File: src/rtl/uart_tx_fifo.sv
// UART transmitter with a small input FIFO; frames go out LSB-first, back-to-back while data is queued.
// Latency: trmt into an idle, empty block -> start bit on TX two edges later; tx_done one cycle after the last stop bit.
// Backpressure: tx_full warns the writer; a trmt while full is dropped and latches tx_ovfl. Parity bit: UART_TX_PARITY_EN.
module uart_tx_fifo #(
    parameter int DATA_BITS  = 8,
    parameter int BAUD_DIV   = 2604,
    parameter int STOP_BITS  = 1,
    parameter int FIFO_DEPTH = 4,
    parameter int PARITY_ODD = 0
) (
    input  logic                 clk,
    input  logic                 rst,
    input  logic                 trmt,
    input  logic [DATA_BITS-1:0] tx_data,
    output logic                 tx_full,
    output logic                 tx_empty,
    output logic                 tx_busy,
    output logic                 tx_done,
    output logic                 tx_ovfl,
    output logic                 TX
);

`ifdef UART_TX_PARITY_EN
    localparam int PAR_BITS = 1;
`else
    localparam int PAR_BITS = 0;
`endif
    localparam int FRAME_BITS = 1 + DATA_BITS + PAR_BITS + STOP_BITS;
    localparam int BAUD_W     = $clog2(BAUD_DIV);
    localparam int BIT_W      = $clog2(FRAME_BITS + 1);
    localparam int PTR_W      = $clog2(FIFO_DEPTH);
    localparam int CNT_W      = PTR_W + 1;

    localparam logic [BAUD_W-1:0] BAUD_LAST = BAUD_W'(BAUD_DIV - 1);
    localparam logic [BIT_W-1:0]  BIT_LAST  = BIT_W'(FRAME_BITS);
    localparam logic [CNT_W-1:0]  CNT_FULL  = CNT_W'(FIFO_DEPTH);

    // Elaboration-time guards on the parameter ranges the datapath relies on.
    if (DATA_BITS < 5 || DATA_BITS > 9) begin : g_bad_data_bits
        $error("uart_tx_fifo: DATA_BITS must be 5..9");
    end
    if (BAUD_DIV < 2) begin : g_bad_baud_div
        $error("uart_tx_fifo: BAUD_DIV must be >= 2");
    end
    if (STOP_BITS < 1 || STOP_BITS > 2) begin : g_bad_stop_bits
        $error("uart_tx_fifo: STOP_BITS must be 1 or 2");
    end
    if (FIFO_DEPTH < 2 || (FIFO_DEPTH & (FIFO_DEPTH - 1)) != 0) begin : g_bad_fifo_depth
        $error("uart_tx_fifo: FIFO_DEPTH must be a power of 2, >= 2");
    end
    if (PARITY_ODD < 0 || PARITY_ODD > 1) begin : g_bad_parity_odd
        $error("uart_tx_fifo: PARITY_ODD must be 0 or 1");
    end

    typedef enum logic {
        IDLE  = 1'b0,
        SHIFT = 1'b1
    } state_t;

    state_t                 state_q, state_d;
    logic [FRAME_BITS-1:0]  sh_q, sh_d;
    logic [BAUD_W-1:0]      baud_q, baud_d;
    logic [BIT_W-1:0]       bit_q, bit_d;
    logic                   done_q, done_d;
    logic                   ovfl_q, ovfl_d;
    logic [PTR_W-1:0]       wr_ptr_q, wr_ptr_d;
    logic [PTR_W-1:0]       rd_ptr_q, rd_ptr_d;
    logic [CNT_W-1:0]       cnt_q, cnt_d;
    logic [DATA_BITS-1:0]   mem_q [FIFO_DEPTH];

    logic                   push;
    logic                   pop;
    logic [DATA_BITS-1:0]   head;
    logic [FRAME_BITS-1:0]  load_frame;
    logic [BIT_W-1:0]       bit_inc;

    assign tx_full  = (cnt_q == CNT_FULL);
    assign tx_empty = (cnt_q == '0);
    assign tx_busy  = (state_q == SHIFT);
    assign tx_done  = done_q;
    assign tx_ovfl  = ovfl_q;
    // The line is the LSB of the shift register, so TX is a plain flop output.
    assign TX       = sh_q[0];

    assign push    = trmt & ~tx_full;
    assign head    = mem_q[rd_ptr_q];
    assign bit_inc = bit_q + BIT_W'(1);

    // Frame image for the FIFO head: stop bits, optional parity, data, start bit (LSB goes out first).
    always_comb begin
`ifdef UART_TX_PARITY_EN
        load_frame = {{STOP_BITS{1'b1}}, ((PARITY_ODD != 0) ? ~^head : ^head), head, 1'b0};
`else
        load_frame = {{STOP_BITS{1'b1}}, head, 1'b0};
`endif
    end

    // Next-state logic: load from the FIFO when idle, or reload on the last baud tick for a gapless follow-on frame.
    always_comb begin
        state_d = state_q;
        sh_d    = sh_q;
        baud_d  = baud_q;
        bit_d   = bit_q;
        done_d  = 1'b0;
        pop     = 1'b0;
        case (state_q)
            IDLE: begin
                if (!tx_empty) begin
                    pop     = 1'b1;
                    sh_d    = load_frame;
                    baud_d  = '0;
                    bit_d   = '0;
                    state_d = SHIFT;
                end
            end
            SHIFT: begin
                if (baud_q == BAUD_LAST) begin
                    baud_d = '0;
                    sh_d   = {1'b1, sh_q[FRAME_BITS-1:1]};
                    bit_d  = bit_inc;
                    if (bit_inc == BIT_LAST) begin
                        done_d = 1'b1;
                        if (!tx_empty) begin
                            pop   = 1'b1;
                            sh_d  = load_frame;
                            bit_d = '0;
                        end else begin
                            state_d = IDLE;
                        end
                    end
                end else begin
                    baud_d = baud_q + BAUD_W'(1);
                end
            end
            default: state_d = IDLE;
        endcase
    end

    // FIFO bookkeeping; a full FIFO refuses the write even if a pop frees a slot this cycle.
    always_comb begin
        wr_ptr_d = wr_ptr_q;
        rd_ptr_d = rd_ptr_q;
        cnt_d    = cnt_q;
        ovfl_d   = ovfl_q | (trmt & tx_full);
        if (push) begin
            wr_ptr_d = wr_ptr_q + PTR_W'(1);
        end
        if (pop) begin
            rd_ptr_d = rd_ptr_q + PTR_W'(1);
        end
        if (push && !pop) begin
            cnt_d = cnt_q + CNT_W'(1);
        end else if (!push && pop) begin
            cnt_d = cnt_q - CNT_W'(1);
        end
    end

    // State registers; reset abandons any frame in flight and discards queued data.
    always_ff @(posedge clk) begin
        if (rst) begin
            state_q  <= IDLE;
            sh_q     <= '1;
            baud_q   <= '0;
            bit_q    <= '0;
            done_q   <= 1'b0;
            ovfl_q   <= 1'b0;
            wr_ptr_q <= '0;
            rd_ptr_q <= '0;
            cnt_q    <= '0;
        end else begin
            state_q  <= state_d;
            sh_q     <= sh_d;
            baud_q   <= baud_d;
            bit_q    <= bit_d;
            done_q   <= done_d;
            ovfl_q   <= ovfl_d;
            wr_ptr_q <= wr_ptr_d;
            rd_ptr_q <= rd_ptr_d;
            cnt_q    <= cnt_d;
        end
    end

    // FIFO storage; contents need no reset because the count gates every read.
    always_ff @(posedge clk) begin
        if (push) begin
            mem_q[wr_ptr_q] <= tx_data;
        end
    end

endmodule

File: config.mk
export PLATFORM = sky130hd
export DESIGN_NAME = uart_tx_fifo
export DESIGN_NICKNAME = d
export VERILOG_FILES = /design/src/rtl/uart_tx_fifo.sv
export SDC_FILE = /design/constraint.sdc
export NUM_CORES = 1
export LEC_CHECK = 0
export BUFFER_PORTS_ARGS = -buffer_cell sky130_fd_sc_hd__buf_2
export CORE_MARGIN = 4
export CORE_UTILIZATION = 50
export CTS_BUF_LIST = sky130_fd_sc_hd__clkbuf_8
export DETAILED_ROUTE_END_ITERATION = 10
export GPL_TIMING_DRIVEN = 0
export PLACE_DENSITY = 0.74
export SLEW_MARGIN = 20
export SYNTH_ARGS = -nofsm -noshare
export SYNTH_HDL_FRONTEND = slang
export SYNTH_SLANG_ARGS = --single-unit
File: constraint.sdc
create_clock -name clk -period 3.3 [get_ports clk]
set_clock_uncertainty 0.2 [all_clocks]
set_input_delay 0.165 -clock clk [delete_from_list [all_inputs] [get_ports clk]]
set_output_delay 0.165 -clock clk [all_outputs]
set_load 0.01 [all_outputs]
; ---- Word level (Yosys, flattened, before mapping)
; Memories as Yosys holds them, arrays and structs flattened. A register that Yosys moved wholly into a read port is not among the register bits.
; Index checks and enable logic that the tools add are counted.
; Widths: inputs -> output; s select.
[word_totals]
out_inout_bits = 6
latchBits = 0
in_bits = 11
wordCells = 62
mem_bits_ro = 0
mem_bits_rw = 32
memories = 1
regBits = 36
[op_classes]
shifts = 0
magnitude_cmp = 0
n_eq_ne = 5
div = 0
n_reduce_logical = 8
mux = 27
n_addsub = 6
n_bitwise = 6
n_mul = 0
[memory_table]
columns = memory, words, word_bits, read_ports, rd_ports_with_merged_regs, wr, line
row1 = mem_q, 4, 8, 1, 1, 1, 69  ; logic [DATA_BITS-1:0] mem_q [FIFO_DEPTH];
[op_table]
columns = op, n
row1 = $mux 12, 2
row2 = $pmux 12 s2, 1
row3 = $mux 10, 2
row4 = $pmux 10 s2, 1
row5 = $mux 9, 2
row6 = $mux 4, 4
row7 = $add 12x1->12 const B, 1
row8 = $eq 12x12->1 const B, 1
row9 = $mux 1, 8
row10 = $pmux 4 s2, 1
row11 = $mux 3, 2
row12 = $add 2x1->2 const B, 2
row13 = $add 4x1->4 const B, 1
row14 = $eq 4x4->1 const B, 1
row15 = $mux 2, 2
row16 = $pmux 1 s2, 2
row17 = $add 3x1->3 const B, 1
row18 = $eq 3x3->1 const B, 1
row19 = $logic_not 3->1, 1
row20 = $not 1->1, 3
row21 = $reduce_or 3->1, 1
row22 = $sub 3x1->3 const B, 1
row23 = $and 1x1->1, 2
row24 = $logic_and 1x1->1, 2
row25 = 6 further kinds, 7

; ---- Longest topological paths before layout
[depth]
depth_word = 8
depth_mapped = 12
ltp_nobuf = 11

; ---- Worst setup path after synthesis
; No wires, ideal clock.
[synth_path]
path_type = register to register
startpoint = register baud_q[0]
endpoint = register cnt_q[2]
stages_incl_launch_ff = 13
synth_period_minus_slack_ns = 2.888
setup_ns = 0.070
path_buffers = 1
path_slack_ns = 0.412
t_arrival_ns = 2.618
required_time_ns = 3.030
cell_sequence = dfxtp_1 -> ha_1 -> and4b_1 -> a31oi_1 -> nor2_1 -> clkbuf_1 -> nand2_1 -> ha_1 -> inv_1 -> fa_1 -> xor2_1 -> or3_1 -> a21oi_1
[synth_via]
elab_chain_len = 6
[synth_lines]
columns = element, line
row1 = "start, declared", 62  ; logic [BAUD_W-1:0] baud_q, baud_d;
row2 = "start signal, assigned", 173  ; baud_q <= baud_d;
row3 = $eq 12x12->1 *, 117  ; if (baud_q == BAUD_LAST) begin
row4 = $mux 1 *, 117
row5 = $pmux 1 s2 *, 106  ; case (state_q)
row6 = $logic_not 1->1, 151  ; if (push && !pop) begin
row7 = $logic_and 1x1->1, 151
row8 = $mux 3 or $reduce_bool 2->1 (tied branches), --
row9 = "end signal, assigned", 179  ; cnt_q <= cnt_d;
row10 = "end, declared", 68  ; logic [CNT_W-1:0] cnt_q, cnt_d;
; Mark *: on every way between the ends. The rest lies on a longest branch, timed or not.
; A chain may end at the register's enable or synchronous reset.

; ---- Worst setup path in the final report
[layout_path]
startpoint = register bit_q[0]
endpoint = register cnt_q[2]
[layout_via]
elab_chain_len = 8
[layout_lines]
columns = element, line
row1 = "start, declared", 63  ; logic [BIT_W-1:0] bit_q, bit_d;
row2 = "start signal, assigned", 174  ; bit_q <= bit_d;
row3 = $add 4x1->4 *, 87  ; assign bit_inc = bit_q + BIT_W'(1);
row4 = $eq 4x4->1 *, 121  ; if (bit_inc == BIT_LAST) begin
row5 = $mux 1 *, 121
row6 = $mux 1 *, 117
row7 = $pmux 1 s2 *, 106
row8 = $logic_not 1->1, 151
row9 = $logic_and 1x1->1, 151
row10 = $mux 3 or $reduce_bool 2->1 (tied branches), --
; Marked as above.

==> results.txt <==
The number of antenna diodes in the final layout is 0. The number of levels the H-tree was split into is 3. The clock reaches the later pin of the worst-skew pair after 350 ps.

For this design the top-level I/O count stands at 17. The sequential cells in the finished layout cover a total of 0.00170 sq mm. After synthesis, the netlist uses 49 different library cells. Data arrives at the worst endpoint at 3080 ps. Global routing finished with a remaining overflow of 0.

The tools report the site row count as 28. Measured along the y axis, the die boundary spans 86.1 microns. The detailed-route wire length is 5950 microns, and the average size of a mapped cell is 11.5 sq um. In the synthesized netlist the dominant register cell turns out to be dfxtp_1.

The ratio of cells with drive above 1 in the final layout is 0.173, and the routed wire length per instance is 15.6 microns. The global routing usage on met1 is 0.236, and the count of warnings emitted by yosys is 0. The count of clock tree sinks was 69; the number of detailed-route iterations in the first pass was 4.

The analysis attributes to cell leakage a power of 1.26 nW. The global-route wire length before repair is 10300 microns. Synthesis produced a netlist whose cell count is 266. The number of antenna violations at the first check in global routing is 0, and the area share of the largest cell type after synthesis is 0.315. At the pin with the least slew margin, the transition time is 660 ps.

The global routing stage identified its most utilized layer as met2. In this run the worst path has a maximum fanout of 7. The path class of the lowest-slack min-delay path was input pin to flip-flop. The synthesis-to-finish area growth is 16.7%. The vias per cell was 5.68. The power density relative to cell area is 738 mW/mm^2. Ranked by instance count, the synthesized netlist is headed by 37 x dfxtp_1, 32 x edfxtp_1, 31 x nor2_1, 14 x a21oi_1, 12 x nand2_1. Starting density of the core: 0.516. Setup repair after global routing left no endpoint under its margin.

The final HPWL from detailed placement is 3950 microns. Across all layers, the routed design uses 2170 vias. At the end of routability-driven placement, the weighted congestion stood at 0.757.

The post-synthesis async set-or-reset flop share is 0. The cell with the most instances after synthesis is dfxtp_1. The detail route stage leaves a number of antenna-violating nets equal to 0. Start-to-end type of the worst setup path: flip-flop to flip-flop. The number of DRC violations after detailed routing is 0, and the total standard cell area after synthesis is 0.00305 sq mm.

The flow ran to the end, and the final reports show no timing, DRC or antenna violations. TritonCTS built the clock tree. The via count of the first global-routing pass was 2158; the relative slew slack was 0.560.

The all-layer global routing usage was 0.181; the largest net degree at the start of global routing was 16. The longest clock path from root to sink contains 2 buffers. The multi-input combinational cells in the finished layout cover a total of 0.00128 sq mm. Buffers placed on the I/O ports in this run total 15. The core region is 0.00592 sq mm.

The worst path meets setup with 302 ps of slack. The count of fill cells added during filler insertion came out at 496. The design draws 2.63 mW. Number of max-capacitance violations reported: 0.

Clock tree synthesis selected as its root buffer the cell clkbuf_8. The worst slack after detailed placement was -106 ps; the final core utilization was 0.602. The floorplan step set the die width to 86.1 microns.

The post-synthesis sequential area ratio is 0.557. The run gives 0.0403 as the fraction of met3 tracks used by global routing. The required time reported for the critical path endpoint was 3380 ps; the final critical delay including setup and external delays was 3000 ps. Across the VDD grid, the largest voltage drop is 0.463 mV. The count of flip-flops with a built-in enable after synthesis was 32.

The startpoint type of the worst setup path was a flip-flop. The count of final hold-check violations was 0. The aggregate negative setup slack was 0 ps; the number of storage elements in the synthesis netlist was 69.

Final layout net count: 322. In the post-synthesis netlist, the biggest area contributors are edfxtp_1 31%, dfxtp_1 24%, mux4_2 5.9%, nor2_1 3.8%, ha_1 3.3%. For this run, the top clock speed supported by timing is 334 MHz. The tools report the global routing usage on met2 as 0.280. Synthesis produced a netlist with a net count of 286. Number of pins with negative max-slew slack in the final report: 0.

Part of the cycle the worst path needs: 0.908. After clock tree synthesis, the clock-pin slew on the worst setup and hold paths is 90 ps. The tools report the type of destination of the critical path as a flip-flop. The final count of negative-setup-slack endpoints is 0, and the number of buffers added by the clock tree synthesis step is 9. The die covers 0.00742 sq mm. The count of routing violations after the opening detailed-route iteration came out at 254. The largest total area in the synthesized netlist belongs to edfxtp_1.
## where the power goes
part	switching (mW)	internal (mW)	leakage [nW]
Sequential	0.0640	1.03	0.595
Clock	0.372	0.370	0.106
Combinational	0.469	0.321	0.563
Total	0.906	1.72	1.26
## metal layers
| metal | up-vias | part of all wire |
|---|---|---|
| li1 | 1079 | - |
| met2 | 32 | 0.48 |
| met4 | 0 | 0.016 |
| met3 | 10 | 0.030 |
| met1 | 1049 | 0.48 |
| met5 | - | 0 |
## state kept, by name (all words and copies together) (netlist names), 2 cells and up, named ones only
register,cells
cnt_q,3
wr_ptr_q,2
bit_q,4
baud_q,12
rd_ptr_q,2
mem_q,32
sh_q,9
## cell usage in the layout, fill, tap and decap left out, drive strengths merged, types with 7 or more instances in the layout
| master | synthesis | routed |
|---|---|---|
| a311oi | 8 | 8 |
| buf | 5 | 22 |
| mux4 | 8 | 8 |
| edfxtp | 32 | 32 |
| a21oi | 14 | 14 |
| and2 | 7 | 7 |
| o21ai | 7 | 7 |
| dlygate4sd3 | 0 | 9 |
| nor3 | 11 | 11 |
| nand3 | 8 | 8 |
| inv | 8 | 13 |
| nand2 | 13 | 13 |
| clkbuf | 9 | 17 |
| nor2 | 31 | 31 |
| ha | 8 | 8 |
| dfxtp | 37 | 37 |
## area by class of cell
cell class / count / share of cell area
multi-input combinational: 175 / 0.359
inverter: 8 / 0.00843
tap: 75 / 0.0263
clock buffer: 9 / 0.0348
clock inverter: 7 / 0.0249
timing repair buffer: 26 / 0.0506
buffer: 13 / 0.0183
sequential: 69 / 0.478
## worst max-delay path, cell delays in order (launching register included)
cell and delay, ps:
dfxtp_1 380, ha_1 290, a21boi_0 150, a21oi_1 290
o211ai_1 120, buf_4 180, nand2_1 70, ha_1 190
inv_1 60, fa_1 380, xor2_1 180, or3_1 310
a21oi_1 140
## cell families after synthesis
logic type | share of synthesized area
flops | 0.557
simple gates | 0.169
buf+inv | 0.0324
compound gates | 0.127
xor+xnor | 0.00861
mux | 0.0660
fa+ha+maj | 0.0393
## through the flow
stage | instance area [sq um] | hold slack (ps) | cells
6_report | 3560 | 110 | 382
5_1_grt | 3560 | 133 | 382
4_1_cts | 3530 | 81.4 | 381
3_5_place_dp | 3220 | 181 | 356
3_3_place_gp | 3220 | 178 | 356
2_1_floorplan | 3050 | 63.9 | 266
## worst paths after layout
path / endpoint / depth (start not counted) / slack (ps) / start
worst min-delay path: sh_q[6]$_SDFFE_PP1P_ / 3 / 110 / rst
worst max register to register: cnt_q[2]$_SDFFE_PP0P_ / 12 / 300 / bit_q[0]$_SDFFE_PP0P_
worst min register to register: tx_ovfl$_SDFF_PP0_ / 2 / 270 / tx_ovfl$_SDFF_PP0_
worst max-delay path: cnt_q[2]$_SDFFE_PP0P_ / 12 / 300 / bit_q[0]$_SDFFE_PP0P_
## timing repair
action	4_1_cts	5_1_grt
resized for setup	1	4
hold buffers	9	0
pin swaps	0	1
endpoints found under the setup margin	1	2
gates cloned	0	0
hold endpoints to repair	33	0
setup buffers	0	2
Power figures use the tool's default switching activity.
